==> src/rtl/gf2_pkg.sv <==
// Shared definitions for the GF(2) polynomial divider and related blocks.
// Latency: n/a (types, default widths and a width helper only).
// Backpressure: n/a.
package gf2_pkg;

    localparam int GF2_DIVIDEND_W = 286;
    localparam int GF2_DIVISOR_W  = 143;

    typedef enum logic [1:0] {
        IDLE   = 2'd0,
        DEGREE = 2'd1,
        DIV    = 2'd2,
        DONE   = 2'd3
    } div_state_e;

    // Smallest counter width w such that 2^w > n.
    function automatic int cnt_width(input int n);
        int w;
        w = 1;
        while ((1 << w) <= n) w++;
        return w;
    endfunction

endpackage

==> src/rtl/gf2_lead_one_enc.sv <==
// Priority encoder: index of the most significant set bit, plus an all-zero flag.
// Latency: combinational.
// Backpressure: none (pure function of the input vector).
module gf2_lead_one_enc #(
    parameter int W     = 143,
    parameter int IDX_W = $clog2(W)
) (
    input  logic [W-1:0]     vec,
    output logic [IDX_W-1:0] idx,
    output logic             zero
);

    // Scan upward so the highest set bit is the last one to write idx.
    always_comb begin
        idx  = '0;
        zero = (vec == '0);
        for (int i = 0; i < W; i++) begin
            if (vec[i]) idx = IDX_W'(i);
        end
    end

endmodule

==> src/rtl/gf2_poly_div143.sv <==
// GF(2) polynomial long divider: d = q*b ^ r, deg(r) < deg(b), one dividend bit per cycle MSB first.
// Latency: out_valid DIVIDEND_W+1 edges after the accepting edge; 1 edge for a zero divisor.
// Backpressure: in_ready only in IDLE; result held stable in DONE until out_ready.
module gf2_poly_div143
    import gf2_pkg::*;
#(
    parameter int DIVIDEND_W = GF2_DIVIDEND_W,
    parameter int DIVISOR_W  = GF2_DIVISOR_W,
    parameter int CNT_W      = cnt_width(DIVIDEND_W)
) (
    input  logic                  clk,
    input  logic                  rst_n,
    input  logic                  in_valid,
    output logic                  in_ready,
    input  logic [DIVIDEND_W-1:0] dividend,
    input  logic [DIVISOR_W-1:0]  divisor,
    output logic                  out_valid,
    input  logic                  out_ready,
    output logic [DIVIDEND_W-1:0] quotient,
    output logic [DIVISOR_W-1:0]  remainder,
    output logic                  div_by_zero
);

    localparam int DEG_W = $clog2(DIVISOR_W);

    div_state_e state, state_nxt;

    logic [DIVIDEND_W-1:0] d_q;
    logic [DIVIDEND_W-1:0] q_q;
    logic [DIVISOR_W-1:0]  b_q;
    logic [DIVISOR_W-1:0]  r_q;
    logic [DEG_W-1:0]      deg_q;
    logic [CNT_W-1:0]      cnt_q;
    logic                  dbz_q;

    logic [DEG_W-1:0]      enc_idx;
    logic                  enc_zero;
    logic [DIVISOR_W-1:0]  t;
    logic                  qb;

    gf2_lead_one_enc #(
        .W     (DIVISOR_W),
        .IDX_W (DEG_W)
    ) u_deg_enc (
        .vec  (b_q),
        .idx  (enc_idx),
        .zero (enc_zero)
    );

    // Shift the next dividend bit into the partial remainder; bit deg decides the quotient bit.
    // deg(R) < deg keeps the top bit of R clear, so nothing is lost by the shift.
    assign t  = {r_q[DIVISOR_W-2:0], d_q[DIVIDEND_W-1]};
    assign qb = t[deg_q];

    // State register.
    always_ff @(posedge clk or negedge rst_n) begin
        if (!rst_n) state <= IDLE;
        else        state <= state_nxt;
    end

    // Next-state logic.
    always_comb begin
        state_nxt = state;
        case (state)
            IDLE:    if (in_valid)      state_nxt = DEGREE;
            DEGREE:  state_nxt = enc_zero ? DONE : DIV;
            DIV:     if (cnt_q == '0)   state_nxt = DONE;
            DONE:    if (out_ready)     state_nxt = IDLE;
            default: state_nxt = IDLE;
        endcase
    end

    // Operand capture, divisor degree, and one long-division step per cycle.
    always_ff @(posedge clk or negedge rst_n) begin
        if (!rst_n) begin
            d_q   <= '0;
            q_q   <= '0;
            b_q   <= '0;
            r_q   <= '0;
            deg_q <= '0;
            cnt_q <= '0;
            dbz_q <= 1'b0;
        end else begin
            case (state)
                IDLE: begin
                    if (in_valid) begin
                        d_q   <= dividend;
                        b_q   <= divisor;
                        q_q   <= '0;
                        r_q   <= '0;
                        dbz_q <= 1'b0;
                    end
                end
                DEGREE: begin
                    deg_q <= enc_idx;
                    if (enc_zero) dbz_q <= 1'b1;
                    else          cnt_q <= CNT_W'(DIVIDEND_W - 1);
                end
                DIV: begin
                    r_q <= qb ? (t ^ b_q) : t;
                    q_q <= {q_q[DIVIDEND_W-2:0], qb};
                    d_q <= d_q << 1;
                    if (cnt_q != '0) cnt_q <= cnt_q - CNT_W'(1);
                end
                default: ;
            endcase
        end
    end

    // Results are only exposed in DONE so a partial quotient never reaches the outputs.
    assign in_ready    = (state == IDLE);
    assign out_valid   = (state == DONE);
    assign quotient    = out_valid ? q_q : '0;
    assign remainder   = out_valid ? r_q : '0;
    assign div_by_zero = out_valid & dbz_q;

endmodule
==> config.mk <==
export PLATFORM = sky130hd
export DESIGN_NAME = gf2_poly_div143
export DESIGN_NICKNAME = d
export VERILOG_FILES = /design/src/rtl/gf2_pkg.sv /design/src/rtl/gf2_lead_one_enc.sv /design/src/rtl/gf2_poly_div143.sv
export SDC_FILE = /design/constraint.sdc
export NUM_CORES = 2
export LEC_CHECK = 0
export BUFFER_PORTS_ARGS = -buffer_cell sky130_fd_sc_hd__buf_2
export CORE_MARGIN = 5
export CORE_UTILIZATION = 35
export DETAILED_ROUTE_END_ITERATION = 8
export GPL_TIMING_DRIVEN = 0
export MAX_ROUTING_LAYER = met4
export REMOVE_ABC_BUFFERS = 1
export SETUP_SLACK_MARGIN = 0.1
export SYNTH_ARGS = -nofsm -noshare
export SYNTH_HDL_FRONTEND = slang
export SYNTH_HIERARCHICAL = 1
export SYNTH_SLANG_ARGS = --single-unit
export TNS_END_PERCENT = 10
==> constraint.sdc <==
create_clock -name clk -period 8.4 [get_ports clk]
set_input_delay 1.68 -clock clk [delete_from_list [all_inputs] [get_ports clk]]
set_output_delay 1.68 -clock clk [all_outputs]
set_load 0.01 [all_outputs]
# Word level (Yosys, flattened, before mapping)
# Index checks and enable logic that the tools add are counted.
dict set report word_totals {
  regBits 878
  in_bits 433
  out_inout_bits 432
  wordCells 197
}
dict set report classes {
  n_addsub 1
  order_cmp 1
  n_eq_ne 9
  n_mux 164
  bitwise 2
  reduce_logical 12
}
# cell count
set op_table {}
lappend op_table {{286-bit one-hot mux with 2 select lines} 2}
lappend op_table {{286-bit two-way mux} 3}
lappend op_table {{7-bit two-way mux} 64}
lappend op_table {{143-bit two-way mux} 3}
lappend op_table {{143-bit one-hot mux with 2 select lines} 1}
lappend op_table {{6-bit two-way mux} 32}
lappend op_table {{143-bit logical NOT} 1}
lappend op_table {{143-bit XOR} 1}
lappend op_table {{8-bit two-way mux} 15}
lappend op_table {{5-bit two-way mux} 16}
lappend op_table {{4-bit two-way mux} 8}
lappend op_table {{9-bit two-way mux} 2}
lappend op_table {{9-bit one-hot mux with 2 select lines} 1}
lappend op_table {{3-bit two-way mux} 4}
lappend op_table {{2-bit two-way mux} 5}
lappend op_table {{2-bit inequality test, second input constant} 5}
lappend op_table {{9-bit logical NOT} 1}
lappend op_table {{8-bit by 9-bit < comparator with 1-bit output, second input constant} 1}
lappend op_table {{3-bit AND reduction} 3}
lappend op_table {{9-bit nonzero test} 1}
lappend op_table {{9-bit by 1-bit subtractor with 9-bit output, second input constant} 1}
lappend op_table {{1-bit binary-select mux with 8-bit select} 1}
lappend op_table {{2-bit one-hot mux with 4 select lines} 1}
lappend op_table {{2-bit nonzero test} 3}
lappend op_table {{8 further kinds} 14}

# Logic depth before layout (Yosys ltp)
dict set report depth {
  word_depth 142
  depth_mapped 13
  ltp_nobuf 11
}

# By module
# Netlist, hierarchy kept.
# module n_inst cells_each area_each_um2 seq_area_each_um2
set modules_own_cells {}
lappend modules_own_cells {gf2_poly_div143 1 4202 43859.6 21971.1}
lappend modules_own_cells {gf2_lead_one_enc 1 333 1858.0 0.0}

# Worst setup path before layout
# No wires, ideal clock.
dict set report synth_timing {
  path_type {input to register}
  startpoint {input port in_valid}
  endpoint {register d_q[198]}
  setup_ns 0.083
  arrival_ns 3.331
  required_ns 8.317
  setup_slack_ns 4.987
  cell_stages 7
  path_buffers 4
  cell_sequence {mux2i_1 clkbuf_1 clkbuf_1 clkbuf_1 buf_1 nand2_1 o21ai_0}
}
dict set report synth_via {
  elab_chain_cells 2
}
# element line
set synth_rtl {}
lappend synth_rtl {{from (decl)} gf2_poly_div143.sv:13} ;# input logic in_valid,
lappend synth_rtl {{2-bit inequality test (no source line)} -}
lappend synth_rtl {{2-bit AND reduction (no source line)} -}
lappend synth_rtl {{to (signal assigned)} gf2_poly_div143.sv:87} ;# d_q <= dividend;
lappend synth_rtl {{to (signal assigned)} gf2_poly_div143.sv:102} ;# d_q <= d_q << 1;
lappend synth_rtl {{to (decl)} gf2_poly_div143.sv:28} ;# logic [DIVIDEND_W-1:0] d_q;
# No other way between the ends.
# A chain may end at the register's enable or synchronous reset.

# Worst setup path after layout
dict set report layout_timing {
  startpoint {register deg_q[3]}
  endpoint {register q_q[0]}
}
dict set report layout_via {
  elab_chain_cells 3
}
# element line
set layout_rtl {}
lappend layout_rtl {{from (decl)} gf2_poly_div143.sv:32} ;# logic [DEG_W-1:0] deg_q;
lappend layout_rtl {{from (signal assigned)} gf2_poly_div143.sv:95} ;# deg_q <= enc_idx;
lappend layout_rtl {{1-bit binary-select mux with 8-bit select} gf2_poly_div143.sv:53} ;# assign qb = t[deg_q];
lappend layout_rtl {{1-bit two-way mux (not written as such)} gf2_poly_div143.sv:53}
lappend layout_rtl {{286-bit one-hot mux with 2 select lines} gf2_poly_div143.sv:84} ;# case (state)
lappend layout_rtl {{to (signal assigned)} gf2_poly_div143.sv:101} ;# q_q <= {q_q[DIVIDEND_W-2:0], qb};
lappend layout_rtl {{to (decl)} gf2_poly_div143.sv:29} ;# logic [DIVIDEND_W-1:0] q_q;
# No other way between the ends. The select of a mux whose other input is x is not followed.

==> impl_metrics.toml <==
[timing]
period_share_pct = 58.3
setup_viol = 0
worst_slew_pin_slew_ps = 1140
slew_headroom_pct = 23.7
rsz0062_at_grt = "no"
fin_crit_ps = 4900
finalMaxSlewViolations = 0
skew_ps = 46.8
max_freq_ghz = 0.204
hold_viol = 0
finalSetupTns_ps = 0

[clock_network]
cts-htree-levels = 3
cts.clk_slew.worst_paths_ps = 60
cts_setup_buffers = 0
clock-root-buffer = "clkbuf_16"
tritoncts = "yes"
clock-sinks = 878
cts_hold_buffers = 0
cts_buffers = 101
cts.repair.resized = 0
clockBufferDepth = 3
clock_latency_ps = 740

[yosys]
synth_edf_count = 0
async_reset_ff_share_pct = 100
synth_top_area_cell = "dfrtp_1"
avgSynthCellArea_um2 = 10.1
synth.most_common_cell = "dfrtp_1"
yosysTopAreaCellShare_pct = 48.1
synth_ff_type = "dfrtp_1"
synthTopCellsByCount = "dfrtp_1 (878), and2_1 (436), clkbuf_1 (334)"
seq_area_frac_synth_pct = 48.1
syn_area_mm2 = 0.0457
synth.area.top_cells = "dfrtp_1 (48%), mux2i_1 (6.6%), and2_1 (6.0%)"
post_synth_num_cell_types = 67
yosysWarnings = 6
syn_inst = 4535
ys_seq_elements = 878

[global_routing]
grt.overflow.total = 0
grt_max_degree = 121
grt_pass1_vias = 38744
grt_usage_pct = 23.2
antenna_found_initial = 44
grt_pass1_wl_um = 245000

[placed_design]
dp_cells = 6832
place_congestion = 0.858
numPortBuffers = 864
dp_hpwl_um = 115000

[drt]
drtIter0Drc = 4343
finalWirelength_um = 162000
vias = 40458
vias_per_cell = 5.73
wl_per_cell_um = 23.0
drtAntennaViolNets = 0
drc = 0
firstDrtPassIters = 6

[die]
start_util_pct = 35.3
rows = 132
die_h_um = 371
design.core.area_mm2 = 0.130
io_pins = 865
dieArea_mm2 = 0.138
die_w_um = 371

[layout]
stdcell_count = 7058
drive_gt1_share_pct = 25.4
final.fill_count = 12440
area_growth_pct = 23.8
nNetsFinal = 5632

[min_path]
holdPathEnd = "d_q[232]"
hp-start = "d_q[232]"
worstHoldPathType = "register to register"
hold_depth = 2

[critical_path]
timing.critical_path.from = "deg_q[3]"
cp-start-kind = "register"
cp_max_fo = 39
r2r_start = "deg_q[3]"
r2r_end = "q_q[0]"
crit_arrival_ps = 5520
crit_path_end_kind = "register"
criticalPathCategory = "register to register"
cp.required_ps = 9020
worst-r2r-cell-count = 9
reg2reg_slack_ps = 3500

[power_and_ir_drop]
ir_drop_mv = 0.324
leakagePower_uw = 0.0265
powerDensity_mw_per_mm2 = 383

[outcome]
status = "complete, no violations"

[run]
max-cap-violations = 0
-- through the flow --
stage	worst slack, ps	hold slack, ps	utilization [%]	total power (uW)	cell area [um2]
CTS	3520	483	43.6	21600	56500
floorplan	-104090	450	-	13300	44100
global route	3370	498	43.6	22900	56600
detailed placement	3620	470	40.8	16900	52900
finish	3500	478	43.6	21700	56600
global placement	-223520	458	39.0	16300	50600
-- flip-flops by register name (all words and copies together), names as in the netlist --
name   count
dbz_q      1
r_q      143
d_q      286
q_q      286
b_q      143
deg_q      8
cnt_q      9
state      2
-- metal layers --
layer	vias up	GRT usage, %	routed length, um
met5	-	-	0
met4	0	9.06	7150
met3	381	5.32	14100
met2	1959	36.0	74800
met1	19975	29.6	66300
li1	18143	-	-
-- where the power goes --
group          total, uW  internal, uW  switching (uW)
Sequential          7150          5540            1610
Clock               4710          2760            1950
Combinational       9810          3790            6010
-- cell type report --
| type | count | area [um2] | share of cell area [%] |
|---|---|---|---|
| multi-input cells | 3065 | 21500 | 38.0 |
| diodes | 37 | 92.6 | 0.164 |
| repair buffers | 967 | 6580 | 11.6 |
| clock inverters | 54 | 721 | 1.27 |
| clock buffers | 134 | 2860 | 5.06 |
| flip-flops and latches | 878 | 22000 | 38.8 |
| well taps | 1742 | 2180 | 3.85 |
| inverters | 181 | 679 | 1.20 |
-- kinds of logic after synthesis --
kind of cell	after synthesis	share of synthesized area, %
buf+inv	592	5.08
simple gates	1418	16.4
compound gates	1155	18.5
fa+ha+maj	5	0.137
flops	878	48.1
mux	483	11.7
xor+xnor	4	0.0766
-- worst max-delay path, cell delays in order, from the launching register on --
cell and delay [ps]:
dfrtp_1 1050, inv_1 530, a221oi_1 560, a22oi_1 200
a2111oi_1 710, a2111o_2 830, buf_12 330, buf_12 240
nand3_1 90, o21ai_0 180
-- how the worst max path moves through the flow --
stage	end	slack [ps]	cells after the start
global route	q_q[0]	3370	9
detailed placement	q_q[0]	3620	9
floorplan	r_q[0]	-104090	6
CTS	quotient[257]	3520	6
global placement	r_q[2]	-223520	6
finish	q_q[0]	3500	9
-- layout by cell type (no fill, tap or decap), types with 8 or more instances in the layout --
master / n
diode_2: 37
clkbuf_16: 102
nor3_1: 173
a2111oi_0: 8
o21bai_1: 11
nand4_1: 149
a21oi_1: 31
bufinv_16: 11
clkinv_2: 29
nand2_1: 325
buf_2: 863
mux2_2: 154
a31oi_1: 150
clkbuf_1: 13
buf_6: 20
a211oi_1: 8
nand2b_1: 14
nor2b_1: 15
o211ai_1: 147
buf_16: 53
and2_1: 434
or4_1: 11
inv_1: 181
o21ai_0: 313
a32o_1: 143
clkbuf_8: 19
dfrtp_1: 875
mux2i_1: 301
buf_12: 24
nor4_1: 36
mux4_2: 27
nand3_1: 158
nor2_1: 73
o31ai_1: 8
a22o_1: 287
No activity file was read; power rests on OpenSTA's default activity.
